File: config.mk
export PLATFORM = sky130hd
export DESIGN_NAME = serial_add4
export DESIGN_NICKNAME = d
export VERILOG_FILES = /design/src/rtl/serial_add4.sv
export SDC_FILE = /design/constraint.sdc
export NUM_CORES = 1
export LEC_CHECK = 0
export BUFFER_PORTS_ARGS = -buffer_cell sky130_fd_sc_hd__buf_2
export CAP_MARGIN = 10
export CORE_ASPECT_RATIO = 1.4
export CORE_MARGIN = 4
export CORE_UTILIZATION = 52
export CTS_BUF_LIST = sky130_fd_sc_hd__clkbuf_8
export DETAILED_ROUTE_END_ITERATION = 12
export GPL_TIMING_DRIVEN = 0
export PLACE_DENSITY_LB_ADDON = 0.2
export SLEW_MARGIN = 30
export SYNTH_ARGS = -nofsm -noshare
export SYNTH_HDL_FRONTEND = slang
export SYNTH_SLANG_ARGS = --single-unit
File: constraint.sdc
create_clock -name clk -period 1.6 [get_ports clk]
set_input_delay 0.16 -clock clk [delete_from_list [all_inputs] [get_ports clk]]
set_output_delay 0.16 -clock clk [all_outputs]
set_load 0.01 [all_outputs]
File: src/rtl/serial_add4.sv
// Bit-serial adder: one full-adder slice plus a carry flop computes {co,s} = a + b + ci over WIDTH clocks, LSB first.
// Optional subtract mode is compiled in with `define SERIAL_ADD_SUB_EN (adds the `sub` port).

module ha (
    input  logic x,
    input  logic y,
    output logic s,
    output logic c
);
    assign s = x ^ y;
    assign c = x & y;
endmodule

module serial_add4 #(
    parameter int WIDTH = 4
) (
    input  logic             clk,
    input  logic             rst,
    input  logic             start,
    input  logic [WIDTH-1:0] a,
    input  logic [WIDTH-1:0] b,
    input  logic             ci,
`ifdef SERIAL_ADD_SUB_EN
    input  logic             sub,
`endif
    output logic [WIDTH-1:0] s,
    output logic             co,
    output logic             busy,
    output logic             done
);
    localparam int CNT_W = $clog2(WIDTH);

    typedef enum logic [1:0] {IDLE, RUN, DONE} state_t;

    state_t             state;
    logic [WIDTH-1:0]   sa;
    logic [WIDTH-1:0]   sb;
    logic [WIDTH-1:0]   ss;
    logic               c;
    logic [CNT_W-1:0]   cnt;

    logic               p;
    logic               g0;
    logic               g1;
    logic               sum;
    logic               cout;
    logic [WIDTH-1:0]   ss_next;
    logic [WIDTH-1:0]   b_load;
    logic               c_load;

    // Full-adder slice: two half adders, generate terms ORed into the carry.
    ha u_ha0 (.x(sa[0]), .y(sb[0]), .s(p),   .c(g0));
    ha u_ha1 (.x(p),     .y(c),     .s(sum), .c(g1));
    assign cout = g0 | g1;

    // Whole-vector shift keeps every bit of ss read; the dropped LSB is stale by the last edge anyway.
    assign ss_next = {sum, {(WIDTH-1){1'b0}}} | (ss >> 1);

    // Subtract is a + ~b + 1, so only the B operand and the initial carry change.
    always_comb begin
`ifdef SERIAL_ADD_SUB_EN
        b_load = sub ? ~b : b;
        c_load = sub ? 1'b1 : ci;
`else
        b_load = b;
        c_load = ci;
`endif
    end

    // NOTE: sequential state uses non-blocking assignments so every flop samples pre-edge values.
    always_ff @(posedge clk or posedge rst) begin
        if (rst) begin
            state <= IDLE;
            sa    <= '0;
            sb    <= '0;
            ss    <= '0;
            c     <= 1'b0;
            cnt   <= '0;
            s     <= '0;
            co    <= 1'b0;
        end else begin
            case (state)
                IDLE, DONE: begin
                    if (start) begin
                        sa    <= a;
                        sb    <= b_load;
                        c     <= c_load;
                        cnt   <= '0;
                        state <= RUN;
                    end else begin
                        state <= IDLE;
                    end
                end
                RUN: begin
                    ss  <= ss_next;
                    sa  <= sa >> 1;
                    sb  <= sb >> 1;
                    c   <= cout;
                    cnt <= cnt + 1'b1;
                    if (cnt == CNT_W'(WIDTH - 1)) begin
                        s     <= ss_next;
                        co    <= cout;
                        state <= DONE;
                    end
                end
                default: state <= IDLE;
            endcase
        end
    end

    assign busy = (state == RUN);
    assign done = (state == DONE);

endmodule

After elaboration in Yosys (flattened, before gate mapping)
Cells that the tools add are included.
Widths: inputs -> output; s select.
{"block": "totals", "wordCells": 36, "out_inout_bits": 7, "register_bits": 22, "inputBits": 12}
{"block": "classes", "bitwise_logic": 6, "addsub": 1, "n_eq_ne": 5, "n_mux": 11, "reduce_logical": 5}
{"op": "$pmux 4 s2", "n": 2}
{"op": "$mux 4", "n": 2}
{"op": "$pmux 2 s2", "n": 2}
{"op": "$eq 2x2->1 const B", "n": 2}
{"op": "$mux 2", "n": 2}
{"op": "$or 4x3->4", "n": 1}
{"op": "$reduce_and 2->1", "n": 2}
{"op": "$add 2x1->2 const B", "n": 1}
{"op": "$and 1x1->1", "n": 2}
{"op": "$eq 2x1->1 const B", "n": 1}
{"op": "$logic_not 2->1", "n": 1}
{"op": "$mux 1", "n": 2}
{"op": "$ne 2x1->1 const B", "n": 1}
{"op": "$ne 2x2->1 const B", "n": 1}
{"op": "$pmux 1 s2", "n": 1}
{"op": "$reduce_bool 2->1", "n": 1}
{"op": "$reduce_or 2->1", "n": 1}
{"op": "$xor 1x1->1", "n": 2}
{"op": "$or 1x1->1", "n": 1}

Longest topological paths before layout
Gate-level depths: netlist (run 1).
{"block": "logic_depth", "ltp_word": 4, "depth_mapped": 5, "mapped_depth_nobuf": 4}

Hierarchy
Synthesis (run 1) repeated with hierarchy kept, for this count alone.
{"block": "unflattened", "hier_cells": 86, "hier_area_um2": 932.1}
{"mod": "serial_add4", "area_each_um2": 907.1, "instances": 1, "cells_per_inst": 84, "seq_area_each_um2": 525.5}
{"mod": "ha", "area_each_um2": 12.5, "instances": 2, "cells_per_inst": 1, "seq_area_each_um2": 0.0}

Least setup slack after synthesis (run 1)
OpenSTA, ideal clock, no wires.
{"block": "synth_timing", "path_type": "reg2reg", "startpoint": "register c", "endpoint": "register s[3]", "arrival_ns": 1.134, "setup_ns": 0.125, "path_buffers": 0, "required_time_ns": 1.475, "stages_incl_launch_ff": 3, "slack_ns": 0.341, "synth_period_minus_slack_ns": 1.259, "cell_sequence": "dfrtp_1 > fa_1 > mux2_4"}
{"block": "synth_between", "elab_chain_len": 2}
{"element": "start: declaration", "line": "39", "source": "logic c;"}
{"element": "start signal: assignment", "line": "87", "source": "c <= c_load;"}
{"element": "start signal: assignment", "line": "98", "source": "c <= cout;"}
{"element": "$xor 1x1->1", "line": "10", "source": "assign s = x ^ y;"}
{"element": "via sum", "line": "45", "source": "logic sum;"}
{"element": "$or 4x3->4", "line": "57", "source": "assign ss_next = {sum, {(WIDTH-1){1'b0}}} | (ss >> 1);"}
{"element": "end signal: assignment", "line": "101", "source": "s <= ss_next;"}
{"element": "end: declaration", "line": "26", "source": "output logic [WIDTH-1:0] s,"}
The timed path passes the listed nets, and every way through them passes these cells.
A chain may end at the register's enable or synchronous reset.

Final worst setup path (run 1)
{"block": "layout_timing", "startpoint": "register state[0]", "endpoint": "output port done"}
{"block": "layout_between", "elab_chain_len": 1}
{"element": "start: declaration", "line": "35", "source": "state_t state;"}
{"element": "start signal: assignment", "line": "73", "source": "state <= IDLE;"}
{"element": "start signal: assignment", "line": "89", "source": "state <= RUN;"}
{"element": "start signal: assignment", "line": "91", "source": "state <= IDLE;"}
{"element": "$eq 2x2->1", "line": "112", "source": "assign done = (state == DONE);"}
{"element": "end: declaration", "line": "29", "source": "output logic done"}
Every way passes these cells.

==> reports/metrics.cfg, run 1 <==
[sta]
setup_viol=0
setup_slack_ns=0.180
clock.fmax_ghz=0.704
rsz0062_at_grt=false
tightest_slew_ns=0.765
finalSetupTns_ns=0
slew_violations=0
relSlewSlack_pct=49.0
period_share_pct=88.8
final.setup_skew_ns=0.00328
hold_violations=0
layout_min_cycle_time_ns=1.42

[cells_and_area]
design_area_mm2=0.00112
diodes=0
area_delta_synth_final_pct=16.0
drive_gt1_share_pct=31.1
num-nets-final=121

[placement]
place_hpwl_mm=1.26
post_dp_cell_area_mm2=0.00108
io_buffers=17
place_ws_ns=0.302
gp_congestion=0.714

[route]
firstDrtPassIters=4
drt_drc_violations_left=0
vias=651
ant_nets=0
avgViaCountPerCell=5.17
wl_per_cell_um=13.0
initialDrtViolationCount=18
finalWirelength_mm=1.64

[synth]
syn_nets=99
ys_seq_elements=21
avgSynthCellArea_um2=11.4
ys_seq_area_share_pct=54.3
yosysTopAreaCell=dfrtp_1
yosysWarnings=0
ys_types=26
synth_top_area_share_pct=54.3
syn-cell-area_um2=968
synth_area_leaders=dfrtp_1, mux2_4, mux2i_1, a21oi_1, nand2_1
syn_inst=85

[setup_path]
ff2ff_path_depth=2
critPathLaunchType=register
crit_type=reg -> out
slowest_stage=dfrtp_1
arrival_ns=1.26
required_ns=1.44
cpLargestDelayFamily=buffers and inverters
endpoint_kind=output pin
cp_cell_sequence=clkbuf_1, nor2b_1, buf_2
crit_buf_inv=2
critPathMaxStageDelay_ns=0.42
timing.rr.start=c$_DFFE_PP0P_
reg2reg_to=s[3]$_DFFE_PP0P_
rrSetupSlack_ns=0.30
cp_max_fo=10

[clock_tree]
clock_path_buffers=2
cts_buffers=3
htreeDepth=1
cts_setup_buffers=0
clock_latency_ns=0.26
clock-sinks=21
ctsHoldBuffers=0
clock-root-buffer=clkbuf_8
tritoncts=done
clkTransAtPathRegs_ns=0.07
ctsResizeCount=0

[global_routing]
grt_pass1_vias=666
grt_max_degree=22
grt_overflow=0
antenna_found_initial=0
grt_use_total_pct=15.0
grt_pass1_wl_mm=2.86

[pwr]
p_comb_share_pct=43.4
power_frac_clock_pct=14.5
p_sw_share_pct=36.2
ir_drop_v=0.00124
leakage_nw=0.583
p_int_w=0.00145
p_sw_w=0.000825
p_per_area_mw_per_mm2=2030
seqPwrFrac_pct=42.1

[die]
io_pins=19
core_mm2=0.00176
core.rowCount=18
initial_core_util_pct=55.1
dieArea_mm2=0.00263
die_w_um=44.5
die_h_um=59.1

[run_status]
run_status=finished, final reports clean

[run]
max-cap-violations=0

[hold_path]
min_path_type=in -> async

cell usage in the layout (no fill, tap or decap), types with 2 or more instances in the layout:
cell type,Yosys,layout
dfrtp_1,21,21
a211oi_1,2,2
inv_1,7,8
o22ai_1,5,5
mux2_4,5,5
clkbuf_8,0,3
a21oi_1,7,7
buf_2,1,18
nand3_1,3,3
o21ai_0,4,4
mux2i_1,4,4
nor2b_1,3,3
nand2_1,9,9
stage by stage:
stage / std cells / utilization, % / power [W] / hold slack [ns]
2_1_floorplan: 85 / - / 0.00171 / 0.137
3_3_place_gp: 122 / 61.4 / 0.00193 / 0.335
3_5_place_dp: 122 / 61.4 / 0.00198 / 0.341
4_1_cts: 126 / 64.0 / 0.00232 / 0.0575
5_1_grt: 126 / 64.0 / 0.00249 / 0.0826
6_report: 126 / 64.0 / 0.00228 / 0.0279
kinds of logic after synthesis:
logic type	after synthesis	share of synthesized area (%)
AND/OR/NAND/NOR	20	11.2
adder cells (fa/ha/maj)	2	3.36
buffers and inverters	13	6.72
flip-flops	21	54.3
multiplexers	10	13.0
AO/OA/AOI/OAI	19	11.4
registers in the layout, indices dropped and copies added (netlist names):
| register | flops |
|---|---|
| s | 4 |
| c | 1 |
| sa | 4 |
| ss | 3 |
| cnt | 2 |
| co | 1 |
| sb | 4 |
| state | 2 |
Yosys cell counts:
cell      instances
mux2_4            5
nor2_1            1
buf_4             1
clkbuf_2          1
nand2_4           1
a22o_1            1
nand2b_4          1
a21oi_1           7
ha_1              1
fa_1              1
nand2_1           9
a211oi_1          2
and2_1            1
clkbuf_1          1
o21ai_0           4
buf_6             1
o22ai_1           5
inv_4             1
buf_2             1
nor2b_1           3
nand2b_1          1
mux2_2            1
mux2i_1           4
dfrtp_1          21
nand3_1           3
inv_1             7
final cells by class:
class                           instances  area [um^2]
Fill cell                             149          633
Buffer                                  5         32.5
Timing Repair Buffer                   17         85.1
Clock buffer                            3         41.3
Multi-Input combinational cell         51          378
Tap cell                               20         25.0
Sequential cell                        21          526
Inverter                                8         32.5
Clock inverter                          1         3.75
power groups by stage:
stage,Clock (W),Sequential [W],Combinational (W)
finish,0.000331,0.000959,0.000988
global route,0.000370,0.000999,0.00112
CTS,0.000348,0.000965,0.00101
detailed placement,0,0.000974,0.00101
global placement,0,0.000958,0.000973
floorplan,0,0.000958,0.000753
routing by layer:
metal / track usage [%] / share of wire [%]
met5: 0 / 0
met4: 7.76 / 2.1
met3: 3.65 / 5.2
met2: 25.7 / 52
met1: 16.9 / 40
how the worst max path moves through the flow:
stage	startpoint	to	cells after the start
3_3_place_gp	c$_DFFE_PP0P_	s[3]$_DFFE_PP0P_	2
4_1_cts	state[0]$_DFFE_PP0P_	done	3
6_report	state[0]$_DFFE_PP0P_	done	3
2_1_floorplan	c$_DFFE_PP0P_	s[3]$_DFFE_PP0P_	2
3_5_place_dp	c$_DFFE_PP0P_	s[3]$_DFFE_PP0P_	2
5_1_grt	state[0]$_DFFE_PP0P_	done	3
Note: power is estimated with default switching activity, not from simulation.
==> run 2: changes to the inputs <==
CORE_ASPECT_RATIO = default   (was 1.4)
==> run 2 against run 1 <==
Effect of this change: register-to-register slack is essentially flat; setup slack gained 0.019 ns; core utilization grew 0.77 points; sequential share of layout area shrank 0.26 points; maximum frequency grew 1.4%; non-clock buffer count is the same; sequential power is essentially flat; flip-flop and latch count is the same; clock-buffer cell count is the same.
==> reports/metrics.cfg, run 2 (synthesized netlist as in run 1, its figures left out) <==
[die]
dieArea_mm2=0.00262
die_w_um=51.2
core.rowCount=15
io_pins=19
initial_core_util_pct=55.5
die_h_um=51.2
core_mm2=0.00175

[cells_and_area]
multi_input_area_um2=378
final_cell_mix=dfrtp_1, buf_2, nand2_1
diodes=0
num-nets-final=121
area_delta_synth_final_pct=16.7
nFillCells=137
regArea_um2=526
top_regs=s: 4 flops, sa: 4 flops, sb: 4 flops
layout_commonest_cell=dfrtp_1
drive_gt1_share_pct=31.1

[clock_tree]
cts_setup_buffers=0
clock_path_buffers=2
clock-sinks=21
tritoncts=done
clock_latency_ns=0.26
clock-root-buffer=clkbuf_8
clkTransAtPathRegs_ns=0.07
ctsResizeCount=0
ctsHoldBuffers=0
htreeDepth=1
cts_buffers=3

[placement]
gp_congestion=0.745
io_buffers=17
place_hpwl_mm=1.23

[setup_path]
cp-startpoint=state[0]$_DFFE_PP0P_
reg2reg_to=s[3]$_DFFE_PP0P_
slowest_stage=dfrtp_1
critPathLaunchType=register
endpoint=done
ff2ff_path_depth=2
cp_cell_sequence=clkbuf_1, nor2b_1, buf_2
endpoint_kind=output pin
critPathMaxStageDelay_ns=0.42
crit_type=reg -> out
timing.rr.start=c$_DFFE_PP0P_
arrival_ns=1.24
required_ns=1.44
rrSetupSlack_ns=0.29
cp_max_fo=10

[pwr]
p_per_area_mw_per_mm2=2020
finalPower_w=0.00228
ir_drop_v=0.00114
leakage_nw=0.583

[global_routing]
grt_use_total_pct=15.6
grt_pass1_wl_mm=2.99
grt_max_degree=22
grt_pass1_vias=673
antenna_found_initial=0
grt_overflow=0

[sta]
tightest_slew_ns=0.776
relSlewSlack_pct=48.2
period_share_pct=87.6
clock.fmax_ghz=0.714
final.setup_skew_ns=0.00353
hold_violations=0
slew_violations=0
rsz0062_at_grt=false
finalSetupTns_ns=0
setup_viol=0
layout_min_cycle_time_ns=1.40

[route]
firstDrtPassIters=4
wl_per_cell_um=12.6
ant_nets=0
drt_drc_violations_left=0
vias=654
avgViaCountPerCell=4.99
initialDrtViolationCount=7
finalWirelength_mm=1.66

[run_status]
run_status=finished, final reports clean

[run]
max-cap-violations=0

[hold_path]
min_path_type=in -> async

run 2: cell counts in the layout (fill, tap and decap cells not counted):
No cell type changed its count.
run 2: worst min path at each step:
stage	start	to	cells past startpoint
6_report	rst	sb[0]$_DFFE_PP0P_	2
5_1_grt	rst	sb[0]$_DFFE_PP0P_	2
4_1_cts	rst	sb[0]$_DFFE_PP0P_	2
3_5_place_dp	rst	s[3]$_DFFE_PP0P_	2
3_3_place_gp	rst	s[3]$_DFFE_PP0P_	2
2_1_floorplan	rst	c$_DFFE_PP0P_	1
run 2: routing by layer:
metal  track usage, %  routed length (um)  vias to the layer above
met5                0                   0                        -
li1                 -                   -                      327
met3             5.25                 103                        4
met4             5.38                  25                        0
met2             25.3                 777                       19
met1             19.3                 749                      304
run 2: through the flow:
| stage | worst slack, ns | cells | hold slack (ns) | util, % | cell area (um^2) |
|---|---|---|---|---|---|
| finish | 0.199 | 131 | 0.0353 | 64.7 | 1130 |
| global route | 0.0942 | 131 | 0.105 | 64.7 | 1130 |
| CTS | 0.199 | 131 | 0.0578 | 64.7 | 1130 |
| detailed placement | 0.297 | 127 | 0.334 | 62.2 | 1080 |
| global placement | 0.303 | 127 | 0.340 | 62.2 | 1080 |
| floorplan | 0.341 | 85 | 0.137 | - | 968 |
run 2: worst max-delay path: cells and delay by family (launching register included):
kind / cells / cell delay [ns]
buffers and inverters: 2 / 0.49
DFF: 1 / 0.42
and+or+nand+nor: 1 / 0.08
run 2: final cells by class:
class	count	share of cell area, %
sequential	21	46.5
multi-input combinational	51	33.4
timing repair buffer	17	7.53
clock buffer	3	3.65
buffer	5	2.88
inverter	8	2.88
tap	25	2.77
clock inverter	1	0.332
run 2: power by group:
part	leakage [nW]	switching, W	internal [W]
Sequential	0.257	0.000171	0.000786
Combinational	0.299	0.000493	0.000498
Clock	0.0269	0.000159	0.000171
